[src/rtl/instr_sequencer.sv]
// instr_sequencer: loadable program memory that issues 16-bit instructions to a core over a run/done handshake
module instr_sequencer #(
  parameter int DEPTH   = 32,
  parameter int ADDR_W  = 5,
  parameter int TIMEOUT = 64
) (
  input  logic              clk,
  input  logic              reset,
  input  logic              load_we,
  input  logic [ADDR_W-1:0] load_addr,
  input  logic [15:0]       load_data,
  input  logic              start,
  input  logic              core_done,
  input  logic [15:0]       core_d_out,
  output logic [15:0]       instruction,
  output logic              run,
  output logic [ADDR_W-1:0] pc,
  output logic              busy,
  output logic [15:0]       last_result,
  output logic              result_valid,
  output logic              halted,
  output logic              error
);
  localparam int CW = $clog2(TIMEOUT + 1);
  typedef enum logic [2:0] {IDLE, FETCH, ISSUE, WAIT, HALT, ERROR} state_t;
  state_t        state;
  logic [15:0]   mem [DEPTH];
  logic [15:0]   word;
  logic [CW-1:0] cnt;
  assign busy = (state == FETCH) || (state == ISSUE) || (state == WAIT);
  assign word = mem[pc];
  always_ff @(posedge clk)
    if (load_we && !busy) mem[load_addr] <= load_data;
  always_ff @(posedge clk or posedge reset)
    if (reset) begin
      state        <= IDLE;
      pc           <= '0;
      instruction  <= '0;
      run          <= 1'b0;
      last_result  <= '0;
      result_valid <= 1'b0;
      halted       <= 1'b0;
      error        <= 1'b0;
      cnt          <= '0;
    end else begin
      run          <= 1'b0;
      result_valid <= 1'b0;
      case (state)
        IDLE, HALT, ERROR:
          if (start) begin
            state  <= FETCH;
            pc     <= '0;
            halted <= 1'b0;
            error  <= 1'b0;
          end
        FETCH: begin
          instruction <= word;
          // low bits 2'b11 mark the reserved HALT format, which is never issued
          if (&word[1:0]) begin
            state  <= HALT;
            halted <= 1'b1;
          end else begin
            state <= ISSUE;
            run   <= 1'b1;
          end
        end
        ISSUE: begin
          cnt   <= '0;
          state <= WAIT;
        end
        WAIT:
          if (core_done) begin
            last_result  <= core_d_out;
            result_valid <= 1'b1;
            if (pc == ADDR_W'(DEPTH - 1)) begin
              state  <= HALT;
              halted <= 1'b1;
            end else begin
              pc    <= pc + 1'b1;
              state <= FETCH;
            end
          end else if (cnt == CW'(TIMEOUT - 1)) begin
            state <= ERROR;
            error <= 1'b1;
          end else cnt <= cnt + 1'b1;
        default: state <= IDLE;
      endcase
    end
endmodule

[config.mk]
export PLATFORM = sky130hd
export DESIGN_NAME = instr_sequencer
export DESIGN_NICKNAME = d
export VERILOG_FILES = /design/src/rtl/instr_sequencer.sv
export SDC_FILE = /design/constraint.sdc
export NUM_CORES = 1
export LEC_CHECK = 0
export ABC_CLOCK_PERIOD_IN_PS = 4300
export CAP_MARGIN = 20
export CORE_MARGIN = 5
export CORE_UTILIZATION = 40
export CTS_CLUSTER_SIZE = 8
export DETAILED_ROUTE_END_ITERATION = 6
export DONT_BUFFER_PORTS = 1
export PLACE_DENSITY = 0.62
export SLEW_MARGIN = 15
export SYNTH_ARGS = -nofsm -noshare
export SYNTH_HDL_FRONTEND = slang
export SYNTH_SLANG_ARGS = --single-unit
[constraint.sdc]
create_clock -name clk -period 4.3 [get_ports clk]
set_input_delay 0.645 -clock clk [delete_from_list [all_inputs] [get_ports clk]]
set_output_delay 0.645 -clock clk [all_outputs]
set_load 0.02 [all_outputs]
==> metrics.txt, run 1 <==
cells after synthesis=1026; ys flop type=edfxtp_1; H-tree levels=3; utilization after layout=46.7%; crit path from=state[1]; peak fanout along the critical path=16; Synth top area share=70.6%; routed wire length=48.3 mm; Antenna Diode Count=0; clock sink count=563; Worst EP arrival=3200 ps; Die ar.=59200 um^2; via count=10300; DR WL/cell=26.1 um; Syn Nets=1071; Switching Share=25.5%; Worst Skew=17.5 ps; largest net degree at the start of global routing=60; Setup CP Type=reg -> reg; CTS clock-pin slew for the worst setup and hold paths=50 ps; Psw=0.00369 W; Slew @ Worst Pin=1080 ps; HP Class=in -> async; R2R Setup Slk=1310 ps; Worst setup SP type=register; most frequent cells after synthesis=edfxtp_1, mux4_2, nor2_1, dfrtp_1, mux2i_1; setup TNS=0 ps; critical path endpoint category=register; Yosys reg bits=563; Pwr Total=0.0145 W; status=complete, no violations; Pins Over Slew Limit=0; iteration-0 DRC count of the detailed router=872; number of max-cap violations=0; clock power share=39.6%; top post-synthesis cells by area=edfxtp_1, mux4_2, dfrtp_1; core footprint=53900 um^2; total track usage=16.4%; Max clock buf depth=3; RSZ-0062 raised after global routing=no; fin crit share=69.6%; # fillers=4370; Die Ht=243 um; CP Cell Sequence=o21bai_1, nand2_1, nor2_1, nand3b_1, nor2_2; Post CTS Setup Buffer Count=0; antenna violations before repair=0; synthesized area=21800 um^2; total CTS buffers=80; DP HPWL=27.8 mm; sequential share of the synthesized area=76.4%; CP peak stage delay=880 ps; post-CTS sizing=0; Synth area leader=edfxtp_1; gr ovfl total=0; Sequential Power Share=46.8%; DP Area=22800 um^2; depth of the most critical reg-to-reg path=5; Critical-path top delay cell=nor2_2; Worst-Skew Late Latency=600 ps; Netlist cell types=42; # rows=85; Initial Util=40.4%; Max Fclk=334 MHz; most frequent cell after synthesis=edfxtp_1; Syn-to-layout area delta=15.5%; die width=243 um; EDFF count, synth=512; Final Hold Fails=0; number of global-route vias before repair=10800; Final Setup Violations=0; CTS tree=done; Gate power share=13.6%; RR Endpoint=mem[10][1]; fraction of layout cells with a size suffix above 1=27.9%; DRT Pass-1 Iters=4; internal power=0.0108 W; RePlAce Congestion=0.781; # hold bufs at CTS=0; drt drc=0; Power Dens Cells=575 nW/um^2; IO Pins=84; Yosys warning count=0; min Tclk post-route=2990 ps; R2R Path Start=state[1]; peak supply drop=429 uV; vias per cell=5.54; global-route wire length before repair=71.9 mm; Root Driver=clkbuf_16; WP data required=4500 ps; NumNets Final=1144; syn avg cell area=21.2 um^2; Leak=7.88 nW; Slew headroom=28.1%; Layout Cell Area excl Fill=25200 um^2; Post-DRT Antenna Nets=0; I/O Buffers=0; ys async rst share=9.06%
[stage by stage]
stage	hold WS [ps]	setup WS, ps	cells
after floorplan	476	1960	1026
final	24.5	1310	1852
after detailed placement	512	1260	1713
after global placement	496	1330	1713
after global routing	46.9	937	1852
after CTS	10.7	1240	1852
[final cells by class]
| cell class | count | area (um^2) | share of cell area, % |
|---|---|---|---|
| clock inverter | 6 | 88.8 | 0.353 |
| sequential | 563 | 16700 | 66.2 |
| clock buffer | 133 | 2220 | 8.83 |
| tap | 696 | 871 | 3.46 |
| timing repair buffer | 40 | 338 | 1.34 |
| multi-input combinational | 406 | 4950 | 19.7 |
| inverter | 8 | 30.0 | 0.119 |
[metal layers]
layer	wire length, um	vias up	share of wire (%)	track usage (%)
met5	0	-	0	0
met4	842	0	1.7	4.09
met3	4060	64	8.4	5.36
met2	23200	363	48	25.9
met1	20200	5469	42	22.2
li1	-	4372	-	-
[worst max path at each step]
stage | end | slack (ps)
floorplan | pc[3] | 1960
global placement | instruction[9] | 1330
detailed placement | mem[27][3] | 1260
CTS | mem[27][7] | 1240
global route | mem[10][0] | 940
finish | mem[10][1] | 1310
[sequential cells by signal, summed over array words and instances, names as in the netlist]
register	count
run	1
pc	5
cnt	7
error	1
state	3
mem	512
halted	1
result_valid	1
instruction	16
last_result	16
[power groups by stage]
stage	Combinational, W	Clock, W	Sequential (W)
4_1_cts	0.00200	0.00586	0.00677
3_3_place_gp	0.00197	0	0.00687
5_1_grt	0.00213	0.00612	0.00681
3_5_place_dp	0.00199	0	0.00687
2_1_floorplan	0.00164	0	0.00665
6_report	0.00196	0.00572	0.00677
[critical path, delay by kind of cell, from the launching register on]
family / cells / cell delay (ps)
AND/OR/NAND/NOR: 4 / 1470
AO/OA/AOI/OAI: 1 / 680
flip-flops: 1 / 450
[placed cells by master, fill, tap and decap left out, drive strengths merged, types with 3 or more instances in the layout]
cell type	count
inv	11
and3	4
nand2b	9
clkbuf	133
mux2i	46
edfxtp	512
mux4	140
nor2b	7
a31oi	5
xnor2	4
nand2	27
nand3	13
nor2	68
a41oi	3
a21oi	20
nand3b	4
buf	40
o21ai	7
a22o	3
ha	3
mux2	16
nand4	3
dfrtp	51
a22oi	5
[logic make-up after synthesis]
group                    synth area share (%)
flip-flops                               76.4
multiplexers                             17.4
AND/OR/NAND/NOR                          2.96
buffers and inverters                    1.25
AO/OA/AOI/OAI                            1.52
XOR/XNOR                                0.241
adder cells (fa/ha/maj)                 0.172
Note: power is estimated with default switching activity, not from simulation.
==> run 2: changes to the inputs <==
--- a/config.mk
+++ b/config.mk
@@ -5,14 +5,14 @@
 export SDC_FILE = /design/constraint.sdc
 export NUM_CORES = 1
 export LEC_CHECK = 0
-export ABC_CLOCK_PERIOD_IN_PS = 4300
+export ABC_CLOCK_PERIOD_IN_PS = 2500
 export CAP_MARGIN = 20
 export CORE_MARGIN = 5
 export CORE_UTILIZATION = 40
 export CTS_CLUSTER_SIZE = 8
 export DETAILED_ROUTE_END_ITERATION = 6
 export DONT_BUFFER_PORTS = 1
-export PLACE_DENSITY = 0.62
+export PLACE_DENSITY = 0.64
 export SLEW_MARGIN = 15
 export SYNTH_ARGS = -nofsm -noshare
 export SYNTH_HDL_FRONTEND = slang
==> constraint.sdc (replaced) <==
create_clock -name clk -period 2.5 [get_ports clk]
set_input_delay 0.375 -clock clk [delete_from_list [all_inputs] [get_ports clk]]
set_output_delay 0.375 -clock clk [all_outputs]
set_load 0.02 [all_outputs]
==> metrics.txt, run 2 (synthesis gave the netlist of run 1 again) <==
total CTS buffers=80; Syn-to-layout area delta=22.2%; Die Ht=243 um; # rows=85; Worst setup SP type=register; # fillers=4249; H-tree levels=3; Worst EP arrival=2840 ps; drt drc=0; CTS tree=done; iteration-0 DRC count of the detailed router=1022; R2R Path Start=pc[0]; leading cell types in the layout, fill and taps excluded=edfxtp_1, mux4_2, clkbuf_16; setup TNS=0 ps; RSZ-0062 raised after global routing=no; Slew headroom=29.5%; IO Pins=84; NumNets Final=1241; gr ovfl total=0; Max Fclk=417 MHz; I/O Buffers=0; depth of the most critical reg-to-reg path=5; peak supply drop=834 uV; Die ar.=59200 um^2; commonest non-fill, non-tap cell in the layout=edfxtp_1; Max clock buf depth=3; die width=243 um; fraction of layout cells with a size suffix above 1=31.4%; CTS clock-pin slew for the worst setup and hold paths=50 ps; largest net degree at the start of global routing=40; Worst Skew=22.1 ps; via count=10600; DR WL/cell=25.9 um; Worst Setup EP=instruction[13]; status=complete, no violations; R2R Setup Slk=100 ps; crit path from=pc[0]; number of global-route vias before repair=11200; routed wire length=50.3 mm; Initial Util=40.4%; DRT Pass-1 Iters=5; critical path endpoint category=register; Root Driver=clkbuf_16; Largest regs=mem (512), instruction (16), last_result (16); number of max-cap violations=0; WP data required=2950 ps; RR Endpoint=instruction[13]; number of flip-flops in the largest register=512; min Tclk post-route=2400 ps; Reg with most FFs=mem; antenna violations before repair=3; RePlAce Congestion=0.794; hold slack=37.9 ps; vias per cell=5.47; Power Dens Cells=960 nW/um^2; HP Class=in -> reg; fin crit share=95.9%; clock sink count=563; core footprint=53900 um^2; peak fanout along the critical path=21; Post-DRT Antenna Nets=0; total track usage=16.9%; Final Hold Fails=0; Slew @ Worst Pin=1050 ps; Pins Over Slew Limit=0; DP HPWL=30.1 mm; global-route wire length before repair=74.0 mm; Final Setup Violations=0; Leak=8.53 nW; Worst-Skew Late Latency=610 ps; Setup CP Type=reg -> reg
-- run 2: metal layers --
| metal | track usage, % | up-vias | wire length (um) |
|---|---|---|---|
| met4 | 4.74 | 0 | 1180 |
| li1 | - | 4569 | - |
| met3 | 5.50 | 82 | 4180 |
| met5 | 0 | - | 0 |
| met1 | 23.2 | 5609 | 21200 |
| met2 | 26.2 | 367 | 23700 |
-- run 2: stage by stage --
step	util, %	cell area, um^2	power (W)	instances	setup slack [ps]
after detailed placement	44.0	23700	0.0155	1764	122
after CTS	49.0	26400	0.0257	1929	65.1
final	49.4	26600	0.0256	1943	104
after global routing	49.4	26600	0.0266	1942	1.83
after floorplan	-	21800	0.0143	1026	161
after global placement	44.0	23700	0.0154	1764	146
-- run 2: power by group --
part	switching, W	internal, W	leakage (nW)
combinational	0.00198	0.00206	2.20
sequential	0.000796	0.0107	5.22
clock	0.00380	0.00619	1.12
total	0.00658	0.0190	8.53
-- run 2: worst min path at each step --
stage	from	end	cells past startpoint
after floorplan	load_data[0]	mem[0][0]	0
after global placement	reset	last_result[12]	1
after detailed placement	reset	last_result[11]	1
after CTS	core_done	error	3
after global routing	core_done	state[2]	3
final	core_done	error	3
-- run 2: cell type report --
type                    instances  area [um^2]  share of cell area, %
clock buffers                 125         2230                   8.40
multi-input cells             406         4950                   18.6
inverters                       8         30.0                  0.113
repair buffers                137         1760                   6.61
clock inverters                 5          105                  0.395
well taps                     696          871                   3.27
flip-flops and latches        563        16700                   62.6
diodes                          3         7.51                 0.0282
-- run 2: timing repair --
action,CTS,global route
buffers inserted,0,0
endpoints found under the hold margin,560,0
setup endpoints to repair,0,2
resized for setup,0,2
hold buffers,35,0
-- run 2: critical path, cell delays in order, from the launching register on --
cell and delay [ps]:
dfrtp_4 590, buf_16 260, mux4_2 520, mux4_2 510, mux2i_1 240, a21oi_1 120
